`src/rtl/timer_irq_dev.sv`:
```
`default_nettype none
// ============================================================================
// Module   : timer_irq_dev
// Purpose  : Memory-mapped countdown timer that drives one HWInt line into
//            the CP0 interrupt logic. Supports one-shot mode (level irq held
//            until software acks) and periodic mode (one-cycle irq pulse,
//            auto-reload).
// Ports    : clk    - system clock, all state on posedge
//            reset  - synchronous reset, active-low
//            addr   - word select: 0=CTRL, 1=PRESET, 2=COUNT (RO), 3=reserved
//            we     - write strobe
//            wdata  - write data
//            rdata  - combinational read data for addr
//            irq    - interrupt request (pending & CTRL.IM)
// Revision : 1.0 - initial release
// ============================================================================
module timer_irq_dev #(
    parameter int CNT_W = 32
) (
    input  logic        clk,
    input  logic        reset,
    input  logic [1:0]  addr,
    input  logic        we,
    input  logic [31:0] wdata,
    output logic [31:0] rdata,
    output logic        irq
);

    localparam logic [1:0] c_ADDR_CTRL   = 2'd0;
    localparam logic [1:0] c_ADDR_PRESET = 2'd1;
    localparam logic [1:0] c_ADDR_COUNT  = 2'd2;
    localparam logic [1:0] c_MODE_PERIOD = 2'b01;

    typedef enum logic [1:0] {
        S_IDLE = 2'd0,
        S_LOAD = 2'd1,
        S_CNT  = 2'd2,
        S_INT  = 2'd3
    } state_t;

    state_t           r_state;
    state_t           w_state_nxt;

    logic             r_en;
    logic [1:0]       r_mode;
    logic             r_im;
    logic [CNT_W-1:0] r_preset;
    logic [CNT_W-1:0] r_count;
    logic             r_pending;

    logic             w_wr_ctrl;
    logic             w_wr_preset;
    logic             w_periodic;
    logic             w_load;
    logic             w_dec;
    logic             w_expire;
    logic             w_hw_clr_en;
    logic             w_pend_clr;

    assign w_wr_ctrl   = we && (addr == c_ADDR_CTRL);
    assign w_wr_preset = we && (addr == c_ADDR_PRESET);
    // Modes 10/11 fall back to one-shot behaviour.
    assign w_periodic  = (r_mode == c_MODE_PERIOD);

    // ------------------------------------------------------------------------
    // Next-state and datapath control
    // IDLE looks at the stored EN, so an enabling write first lands in CTRL
    // and the FSM leaves IDLE one edge later; expiry follows N+2 edges after
    // the enabling write.
    // ------------------------------------------------------------------------
    always_comb begin
        w_state_nxt = r_state;
        w_load      = 1'b0;
        w_dec       = 1'b0;
        w_expire    = 1'b0;
        w_hw_clr_en = 1'b0;
        w_pend_clr  = 1'b0;
        case (r_state)
            S_IDLE: begin
                if (r_en) begin
                    w_state_nxt = S_LOAD;
                end
            end
            S_LOAD: begin
                w_load      = 1'b1;
                w_state_nxt = S_CNT;
            end
            S_CNT: begin
                if (!r_en) begin
                    w_state_nxt = S_IDLE;
                end else if (r_count > CNT_W'(1)) begin
                    w_dec = 1'b1;
                end else begin
                    // COUNT of 0 or 1 both end the count; no wrap below zero.
                    w_expire    = 1'b1;
                    w_state_nxt = S_INT;
                end
            end
            S_INT: begin
                if (w_periodic) begin
                    w_pend_clr  = 1'b1;
                    w_state_nxt = S_LOAD;
                end else begin
                    w_hw_clr_en = 1'b1;
                    w_state_nxt = S_IDLE;
                end
            end
            default: begin
                w_state_nxt = S_IDLE;
            end
        endcase
    end

    // ------------------------------------------------------------------------
    // State and registers
    // ------------------------------------------------------------------------
    always_ff @(posedge clk) begin
        if (!reset) begin
            r_state   <= S_IDLE;
            r_en      <= 1'b0;
            r_mode    <= 2'b00;
            r_im      <= 1'b0;
            r_preset  <= '0;
            r_count   <= '0;
            r_pending <= 1'b0;
        end else begin
            r_state <= w_state_nxt;

            // A software CTRL write overrides the hardware EN clear.
            if (w_wr_ctrl) begin
                r_en   <= wdata[0];
                r_mode <= wdata[2:1];
                r_im   <= wdata[3];
            end else if (w_hw_clr_en) begin
                r_en <= 1'b0;
            end

            // PRESET only reaches COUNT in LOAD, so a mid-count write is
            // picked up at the next reload.
            if (w_wr_preset) begin
                r_preset <= CNT_W'(wdata);
            end

            if (w_load) begin
                r_count <= r_preset;
            end else if (w_dec) begin
                r_count <= r_count - CNT_W'(1);
            end else if (w_expire) begin
                r_count <= '0;
            end

            // An expiry on the same edge as an ack is kept, not lost.
            if (w_expire) begin
                r_pending <= 1'b1;
            end else if (w_pend_clr || w_wr_ctrl || w_wr_preset) begin
                r_pending <= 1'b0;
            end
        end
    end

    // ------------------------------------------------------------------------
    // Outputs
    // ------------------------------------------------------------------------
    always_comb begin
        rdata = 32'd0;
        case (addr)
            c_ADDR_CTRL:   rdata = {28'd0, r_im, r_mode, r_en};
            c_ADDR_PRESET: rdata = 32'(r_preset);
            c_ADDR_COUNT:  rdata = 32'(r_count);
            default:       rdata = 32'd0;
        endcase
    end

    assign irq = r_pending & r_im;

endmodule
`default_nettype wire

```
`config.mk`:
```
export PLATFORM = sky130hd
export DESIGN_NAME = timer_irq_dev
export DESIGN_NICKNAME = d
export VERILOG_FILES = /design/src/rtl/timer_irq_dev.sv
export SDC_FILE = /design/constraint.sdc
export NUM_CORES = 1
export LEC_CHECK = 0
export CORE_MARGIN = 4
export CORE_UTILIZATION = 55
export CTS_CLUSTER_SIZE = 25
export DETAILED_ROUTE_END_ITERATION = 7
export DONT_BUFFER_PORTS = 1
export PLACE_DENSITY = 0.7
export RECOVER_POWER = 50
export SYNTH_ARGS = -nofsm -noshare
export SYNTH_HDL_FRONTEND = slang
export SYNTH_SLANG_ARGS = --single-unit
export TNS_END_PERCENT = 20
```
`constraint.sdc`:
```
create_clock -name clk -period 2.65 [get_ports clk]
set_clock_uncertainty 0.1 [all_clocks]
set_input_delay 0.265 -clock clk [delete_from_list [all_inputs] [get_ports clk]]
set_output_delay 0.265 -clock clk [all_outputs]
set_load 0.01 [all_outputs]
```
== After elaboration in Yosys (flattened, before gate mapping) ==
Cells that the tools add are included.
Word-level totals
  bits in registers: 71
  latch bits: 0
  bits in writable memories: 0
  bits in read-only memories: 0
  word-level logic and storage cells: 52
  memories: 0
Cells by class
  add/sub/neg operators: 1
  $mul: 0
  divide/modulo/power cells: 0
  $lt $le $gt $ge: 1
  equality and inequality tests: 8
  shift-type cells: 0
  mux-type cells: 24
  bitwise logic cells: 1
  reduce and logical (&&, ||, !) cells: 10
Operators with widths (count)
  2-to-1 mux 32 bit: 3
  case mux 32 bit (3 select lines): 1
  greater-than comparator 32 x 1 -> 1 bit (second input constant): 1
  subtractor 32 x 1 -> 32 bit (second input constant): 1
  2-to-1 mux 1 bit: 16
  case mux 2 bit (4 select lines): 1
  == test 2 x 1 -> 1 bit (second input constant): 3
  == test 2 bit (second input constant): 3
  2-to-1 mux 2 bit: 3
  zero test 2 bit: 2
  nonzero test 2 bit: 2
  != test 3 bit (second input constant): 1
  nonzero test 3 bit: 1
  logical AND 1 bit: 2
  logical OR 1 bit: 2
  != test 2 bit (second input constant): 1
  AND reduction 2 bit: 1
  AND 1 bit: 1

== Depth between registers and ports, before layout ==
  depth after elaboration: 7
  depth in mapped cells: 9
  gate-level depth less buffers: 7

== Least setup slack after synthesis ==
Ideal clock, no wire load.
  path type: reg-to-reg
  start point: reg r_count[0]
  end point: reg r_count[28]
  library setup time: 0.131 ns
  data arrival time: 2.100 ns
  required time: 2.419 ns
  setup slack: 0.319 ns
  stages on the path, launching flop included: 8
  path buffers: 0
  period minus slack after synthesis: 2.331 ns
  cells stage by stage: dfxtp_1 > inv_1 > ha_1 > nor3b_1 > nand4b_1 > or4_1 > a221oi_1 > nor3_1
Between the ends
  longest elaborated chain between the ends: 6
  elaborated cells on any way between the ends: 11
RTL lines
  from (decl): RTL line 48  | logic [CNT_W-1:0] r_count;
  from (signal assigned): RTL line 145  | r_count <= r_preset;
  from (signal assigned): RTL line 147  | r_count <= r_count - CNT_W'(1);
  greater-than comparator 32 x 1 -> 1 bit: RTL line 91  | end else if (r_count > CNT_W'(1)) begin
  2-to-1 mux 1 bit: RTL line 91
  2-to-1 mux 1 bit: RTL line 89  | if (!r_en) begin
  2-to-1 mux 1 bit: RTL line 78  | case (r_state)
  2-to-1 mux 32 bit: RTL line 146  | end else if (w_dec) begin
  2-to-1 mux 32 bit: RTL line 144  | if (w_load) begin
Parallel ways exist; a longest one is shown, timed or not.
A chain may end at the register's enable or synchronous reset.

== Final worst setup path ==
  start point: reg r_count[27]
  end point: reg r_count[23]
Between the ends
  longest elaborated chain between the ends: 6
  elaborated cells on any way between the ends: 10
RTL lines (RTL line)
  greater-than comparator 32 x 1 -> 1 bit *: 91
  2-to-1 mux 1 bit: 91
  2-to-1 mux 1 bit: 89
  2-to-1 mux 1 bit: 78
  2-to-1 mux 32 bit: 146
  2-to-1 mux 32 bit: 144
Every way passes the cells marked *; elsewhere a longest branch is shown, timed or not.

==> report_table.html <==
<table>
<tr><th>Metric</th><th>Value</th></tr>
<tr><th colspan="2">Clock network</th></tr>
<tr><td>Maximum clock insertion buffer count</td><td>2</td></tr>
<tr><td>TritonCTS clock tree</td><td>done</td></tr>
<tr><td>CTS buffer count</td><td>9</td></tr>
<tr><td>Clock latency on the worst-skew pair</td><td>0.35 ns</td></tr>
<tr><td>Clock tree sinks</td><td>71</td></tr>
<tr><td>Clock Tree Root</td><td>sky130_fd_sc_hd__clkbuf_8</td></tr>
<tr><td>Clock slew at the register clock pins of the worst setup and hold paths</td><td>0.07 ns</td></tr>
<tr><td>Deepest level of the CTS H-tree</td><td>3</td></tr>
<tr><td>Number of gates resized after cts</td><td>0</td></tr>
<tr><th colspan="2">Global routing</th></tr>
<tr><td>Residual overflow from global routing</td><td>0</td></tr>
<tr><td>Met1 track utilization from global routing</td><td>0.328</td></tr>
<tr><td>Initial antenna violation count</td><td>0</td></tr>
<tr><td>Global-route met2 utilization</td><td>0.446</td></tr>
<tr><td>GRT busiest layer</td><td>met2</td></tr>
<tr><td>Global routing usage summed across all routing layers</td><td>0.264</td></tr>
<tr><td>Global-route wire length before repair</td><td>18,200 um</td></tr>
<tr><td>Met3 track utilization from global routing</td><td>0.0500</td></tr>
<tr><td>Via count of the first global-routing pass</td><td>3,676</td></tr>
<tr><td>Maximum number of pins on one net before global-route repair</td><td>35</td></tr>
<tr><th colspan="2">Synthesis</th></tr>
<tr><td>Cell area after technology mapping</td><td>0.00385 mm^2</td></tr>
<tr><td>Largest family of logic cells by synthesized area</td><td>simple AND/OR/NAND/NOR gates</td></tr>
<tr><td>Sequential share of the synthesized area</td><td>0.369</td></tr>
<tr><td>Number of synthesized flops with an enable pin</td><td>0</td></tr>
<tr><td>Count of different cell masters after synthesis</td><td>50</td></tr>
<tr><td>Number of standard cells after synthesis</td><td>499</td></tr>
<tr><td>Share of synthesized flip-flops with an asynchronous set or reset</td><td>0</td></tr>
<tr><td>Post-synthesis area per instance</td><td>7.72 um^2</td></tr>
<tr><td>Arithmetic-cell share of the synthesized area counting full adders, half adders and majority gates</td><td>0.00650</td></tr>
<tr><td>Synthesized-area fraction occupied by and/or/nand/nor cells</td><td>0.275</td></tr>
<tr><td>Syn_nets</td><td>538</td></tr>
<tr><td>Count of synthesis-stage warnings from yosys</td><td>0</td></tr>
<tr><td>Share of cell area taken by muxes after synthesis</td><td>0.0208</td></tr>
<tr><td>Prevailing post-synth register cell</td><td>sky130_fd_sc_hd__dfxtp_1</td></tr>
<tr><td>Fraction of synthesized cell area in xor and xnor cells</td><td>0.0409</td></tr>
<tr><td>Synthesized-area fraction occupied by ao, oa, aoi and oai cells</td><td>0.242</td></tr>
<tr><td>Count of state elements after synthesis</td><td>71</td></tr>
<tr><th colspan="2">Floorplan</th></tr>
<tr><td>Starting density of the core</td><td>0.567</td></tr>
<tr><td>Area of the core region</td><td>0.00679 mm^2</td></tr>
<tr><td>Total Die Area</td><td>0.00841 mm^2</td></tr>
<tr><td>FP Rows</td><td>30</td></tr>
<tr><td>Chip height</td><td>91.7 um</td></tr>
<tr><td>Boundary pin count</td><td>70</td></tr>
<tr><td>Horizontal die dimension</td><td>91.7 um</td></tr>
<tr><th colspan="2">Worst hold path</th></tr>
<tr><td>Startpoint of the tightest hold check path</td><td>reset</td></tr>
<tr><td>Min-Delay Path Class</td><td>input pin to flop</td></tr>
<tr><th colspan="2">Route</th></tr>
<tr><td>Initial drt markers</td><td>275</td></tr>
<tr><td>Total number of vias</td><td>3,858</td></tr>
<tr><td>Total Wirelength</td><td>10,800 um</td></tr>
<tr><td>Mean routed wirelength per cell</td><td>17.4 um</td></tr>
<tr><td>Count of unresolved DRC violations after routing</td><td>0</td></tr>
<tr><td>Via density</td><td>6.20</td></tr>
<tr><td>DRT Pass-1 Iters</td><td>5</td></tr>
<tr><td>Routed Antenna Nets</td><td>0</td></tr>
<tr><th colspan="2">STA</th></tr>
<tr><td>Final period util</td><td>0.945</td></tr>
<tr><td>Max Transition Viols Final</td><td>0</td></tr>
<tr><td>Minimum hold slack</td><td>0.0655 ns</td></tr>
<tr><td>F_max</td><td>0.399 GHz</td></tr>
<tr><td>Number of failing hold endpoints at the final stage</td><td>0</td></tr>
<tr><td># setup viols final</td><td>0</td></tr>
<tr><td>Worst-case setup margin in the final layout</td><td>0.147 ns</td></tr>
<tr><td>Relative slew slack</td><td>0.151</td></tr>
<tr><td>Final-layout setup total negative slack</td><td>0 ns</td></tr>
<tr><td>Min cycle time layout</td><td>2.50 ns</td></tr>
<tr><td>RSZ-0062 raised after global routing</td><td>false</td></tr>
<tr><td>Tightest Pin Transition</td><td>1.27 ns</td></tr>
<tr><th colspan="2">Outcome</th></tr>
<tr><td>Outcome</td><td>finished, final reports clean</td></tr>
<tr><th colspan="2">Placed design</th></tr>
<tr><td>Setup Slack @ Placement</td><td>0.201 ns</td></tr>
<tr><td>Half-perimeter wire length of the detailed placement result</td><td>7100 um</td></tr>
<tr><td>Routability Congestion</td><td>0.900</td></tr>
<tr><td>Port Buffers</td><td>0</td></tr>
<tr><th colspan="2">Setup path</th></tr>
<tr><td>Crit Path Max Fanout</td><td>14</td></tr>
<tr><td>Sort of element at the end of the critical path</td><td>flop</td></tr>
<tr><td>Number of buffers and inverters on the critical path</td><td>0</td></tr>
<tr><td>Required time at the endpoint of the critical path</td><td>2.75 ns</td></tr>
<tr><td>CP Launch Type</td><td>flop</td></tr>
<tr><td>Crit path max-delay family</td><td>simple AND/OR/NAND/NOR gates</td></tr>
<tr><td>Cells along the critical path</td><td>or4_4 -&gt; or2_1 -&gt; or4_1 -&gt; nand3_2 -&gt; o32ai_1</td></tr>
<tr><td>Origin of the critical flop-to-flop path</td><td>r_count[27]</td></tr>
<tr><td>Crit path launch</td><td>r_count[27]</td></tr>
<tr><td>CP max stage delay</td><td>0.58 ns</td></tr>
<tr><td>Start-to-end type of the worst setup path</td><td>flop to flop</td></tr>
<tr><td>Data arrival time of the critical path</td><td>2.61 ns</td></tr>
<tr><td>Critical-path top delay cell</td><td>sky130_fd_sc_hd__or4_1</td></tr>
<tr><th colspan="2">Power and ir drop</th></tr>
<tr><td>Worst supply voltage drop on vdd</td><td>341 uV</td></tr>
<tr><td>Pwr/cell area</td><td>482 mW/mm^2</td></tr>
<tr><td>Leakage power of the design</td><td>1.69 nW</td></tr>
<tr><th colspan="2">Final layout</th></tr>
<tr><td>Ratio of cells with drive above 1 in the final layout</td><td>0.0817</td></tr>
<tr><td>Relative area change from synthesis to final layout</td><td>16.1%</td></tr>
<tr><td>Fillers</td><td>601</td></tr>
<tr><td>Number of diodes</td><td>0</td></tr>
<tr><td>Nets</td><td>561</td></tr>
<tr><th colspan="2">Job</th></tr>
<tr><td>Max Cap Violations</td><td>0</td></tr>
</table>
Yosys cell counts (2+ instances only):
cell type                  number  area share
sky130_fd_sc_hd__mux2i_1        8       0.021
sky130_fd_sc_hd__nand3b_1       4      0.0078
sky130_fd_sc_hd__o21ai_0        5      0.0065
sky130_fd_sc_hd__nand4b_1       3      0.0068
sky130_fd_sc_hd__nor2_1        23       0.022
sky130_fd_sc_hd__nor2b_1        4      0.0065
sky130_fd_sc_hd__o31a_1         4      0.0091
sky130_fd_sc_hd__nand2b_1       5      0.0081
sky130_fd_sc_hd__inv_1          3      0.0029
sky130_fd_sc_hd__a22oi_1        5      0.0097
sky130_fd_sc_hd__clkbuf_1      37       0.036
sky130_fd_sc_hd__xnor2_1       17       0.039
sky130_fd_sc_hd__o22ai_1       10       0.016
sky130_fd_sc_hd__a22o_1        29       0.066
sky130_fd_sc_hd__a21oi_1       54       0.070
sky130_fd_sc_hd__nand3_1       21       0.027
sky130_fd_sc_hd__nor3_1        17       0.022
sky130_fd_sc_hd__o211ai_1       5      0.0097
sky130_fd_sc_hd__or3_1          3      0.0049
sky130_fd_sc_hd__nand2_1       91       0.089
sky130_fd_sc_hd__or4_1          2      0.0039
sky130_fd_sc_hd__dfxtp_1       71        0.37
sky130_fd_sc_hd__nand4_1        2      0.0032
sky130_fd_sc_hd__o32ai_1        4      0.0091
sky130_fd_sc_hd__nand3_2        2      0.0052
sky130_fd_sc_hd__nor3b_1        3      0.0058
sky130_fd_sc_hd__a31oi_1       14       0.023
sky130_fd_sc_hd__or2_2          3      0.0049
sky130_fd_sc_hd__o21a_1         2      0.0039
sky130_fd_sc_hd__ha_1           2      0.0065
sky130_fd_sc_hd__buf_1          2      0.0019
sky130_fd_sc_hd__nor4_1        11       0.018
sky130_fd_sc_hd__and2_1         3      0.0049
sky130_fd_sc_hd__and3_1        12       0.019
sky130_fd_sc_hd__buf_2          3      0.0039
layout by cell type, fill, tap and decap left out, types with 3 or more instances in the layout:
cell type / n
sky130_fd_sc_hd__nand2_1: 91
sky130_fd_sc_hd__o211ai_1: 5
sky130_fd_sc_hd__o32ai_1: 4
sky130_fd_sc_hd__dlygate4sd3_1: 33
sky130_fd_sc_hd__a21oi_1: 54
sky130_fd_sc_hd__buf_4: 18
sky130_fd_sc_hd__nand4b_1: 3
sky130_fd_sc_hd__a22o_1: 29
sky130_fd_sc_hd__or2_2: 3
sky130_fd_sc_hd__nor3_1: 17
sky130_fd_sc_hd__clkbuf_8: 12
sky130_fd_sc_hd__nor4_1: 11
sky130_fd_sc_hd__or3_1: 3
sky130_fd_sc_hd__nand3b_1: 4
sky130_fd_sc_hd__clkbuf_1: 4
sky130_fd_sc_hd__dfxtp_1: 71
sky130_fd_sc_hd__mux2i_1: 8
sky130_fd_sc_hd__o31a_1: 4
sky130_fd_sc_hd__nand2b_1: 5
sky130_fd_sc_hd__o21ai_0: 5
sky130_fd_sc_hd__o22ai_1: 10
sky130_fd_sc_hd__and3_1: 12
sky130_fd_sc_hd__nor2_1: 23
sky130_fd_sc_hd__a22oi_1: 5
sky130_fd_sc_hd__nand3_1: 21
sky130_fd_sc_hd__inv_1: 4
sky130_fd_sc_hd__nor3b_1: 3
sky130_fd_sc_hd__a31oi_1: 14
sky130_fd_sc_hd__xnor2_1: 17
metal layers:
metal	wire [um]	vias up
li1	-	1857
met1	4740	1848
met2	5270	119
met3	562	34
met4	265	0
met5	0	-
path summary, 6_finish.rpt:
check	depth (start not counted)	slack, ns	to
max	5	0.15	r_count[23]
min	3	0.07	r_count[14]
max reg2reg	5	0.15	r_count[23]
min reg2reg	2	0.37	r_preset[8]
worst min-delay path, cell delays in order:
cell and delay, ns:
sky130_fd_sc_hd__and3_1 0.13, sky130_fd_sc_hd__a31oi_1 0.04, sky130_fd_sc_hd__nand2_1 0.06
power breakdown:
group / switching, W / leakage [nW] / internal [W]
clock network: 0.000400 / 0.0898 / 0.000414
registers: 0.0000193 / 0.575 / 0.00109
logic: 0.000133 / 1.03 / 0.0000998
cell type report:
cell class	count	area, um^2	area share
repair buffers	54	479	0.107
inverters	4	15.0	0.00336
well taps	96	120	0.0269
clock buffers	15	176	0.0395
multi-input cells	382	2260	0.505
flip-flops and latches	71	1420	0.318
flip-flops by register name, summed over array words and instances, names as in the netlist:
name,count
r_count,32
r_en,1
r_im,1
r_mode,2
r_pending,1
r_preset,32
r_state,2
through the flow:
step	std cells	utilization	power [W]	area (um^2)
floorplan	499	-	0.00128	3850
global placement	574	0.585	0.00132	3980
detailed placement	574	0.585	0.00132	3980
CTS	622	0.660	0.00216	4480
global route	622	0.658	0.00223	4470
finish	622	0.658	0.00215	4470
kinds of logic after synthesis:
family / Yosys count
buffers and inverters: 46
and+or+nand+nor: 214
muxes: 8
AOI/OAI and AO/OA: 140
xor gates and xnor gates: 18
DFF: 71
adders and majority gates: 2
timing repair:
item / in CTS / in global routing
hold endpoints to repair: 40 / 0
hold buffers: 33 / 0
buffers inserted: 0 / 0
Power figures use the tool's default switching activity.
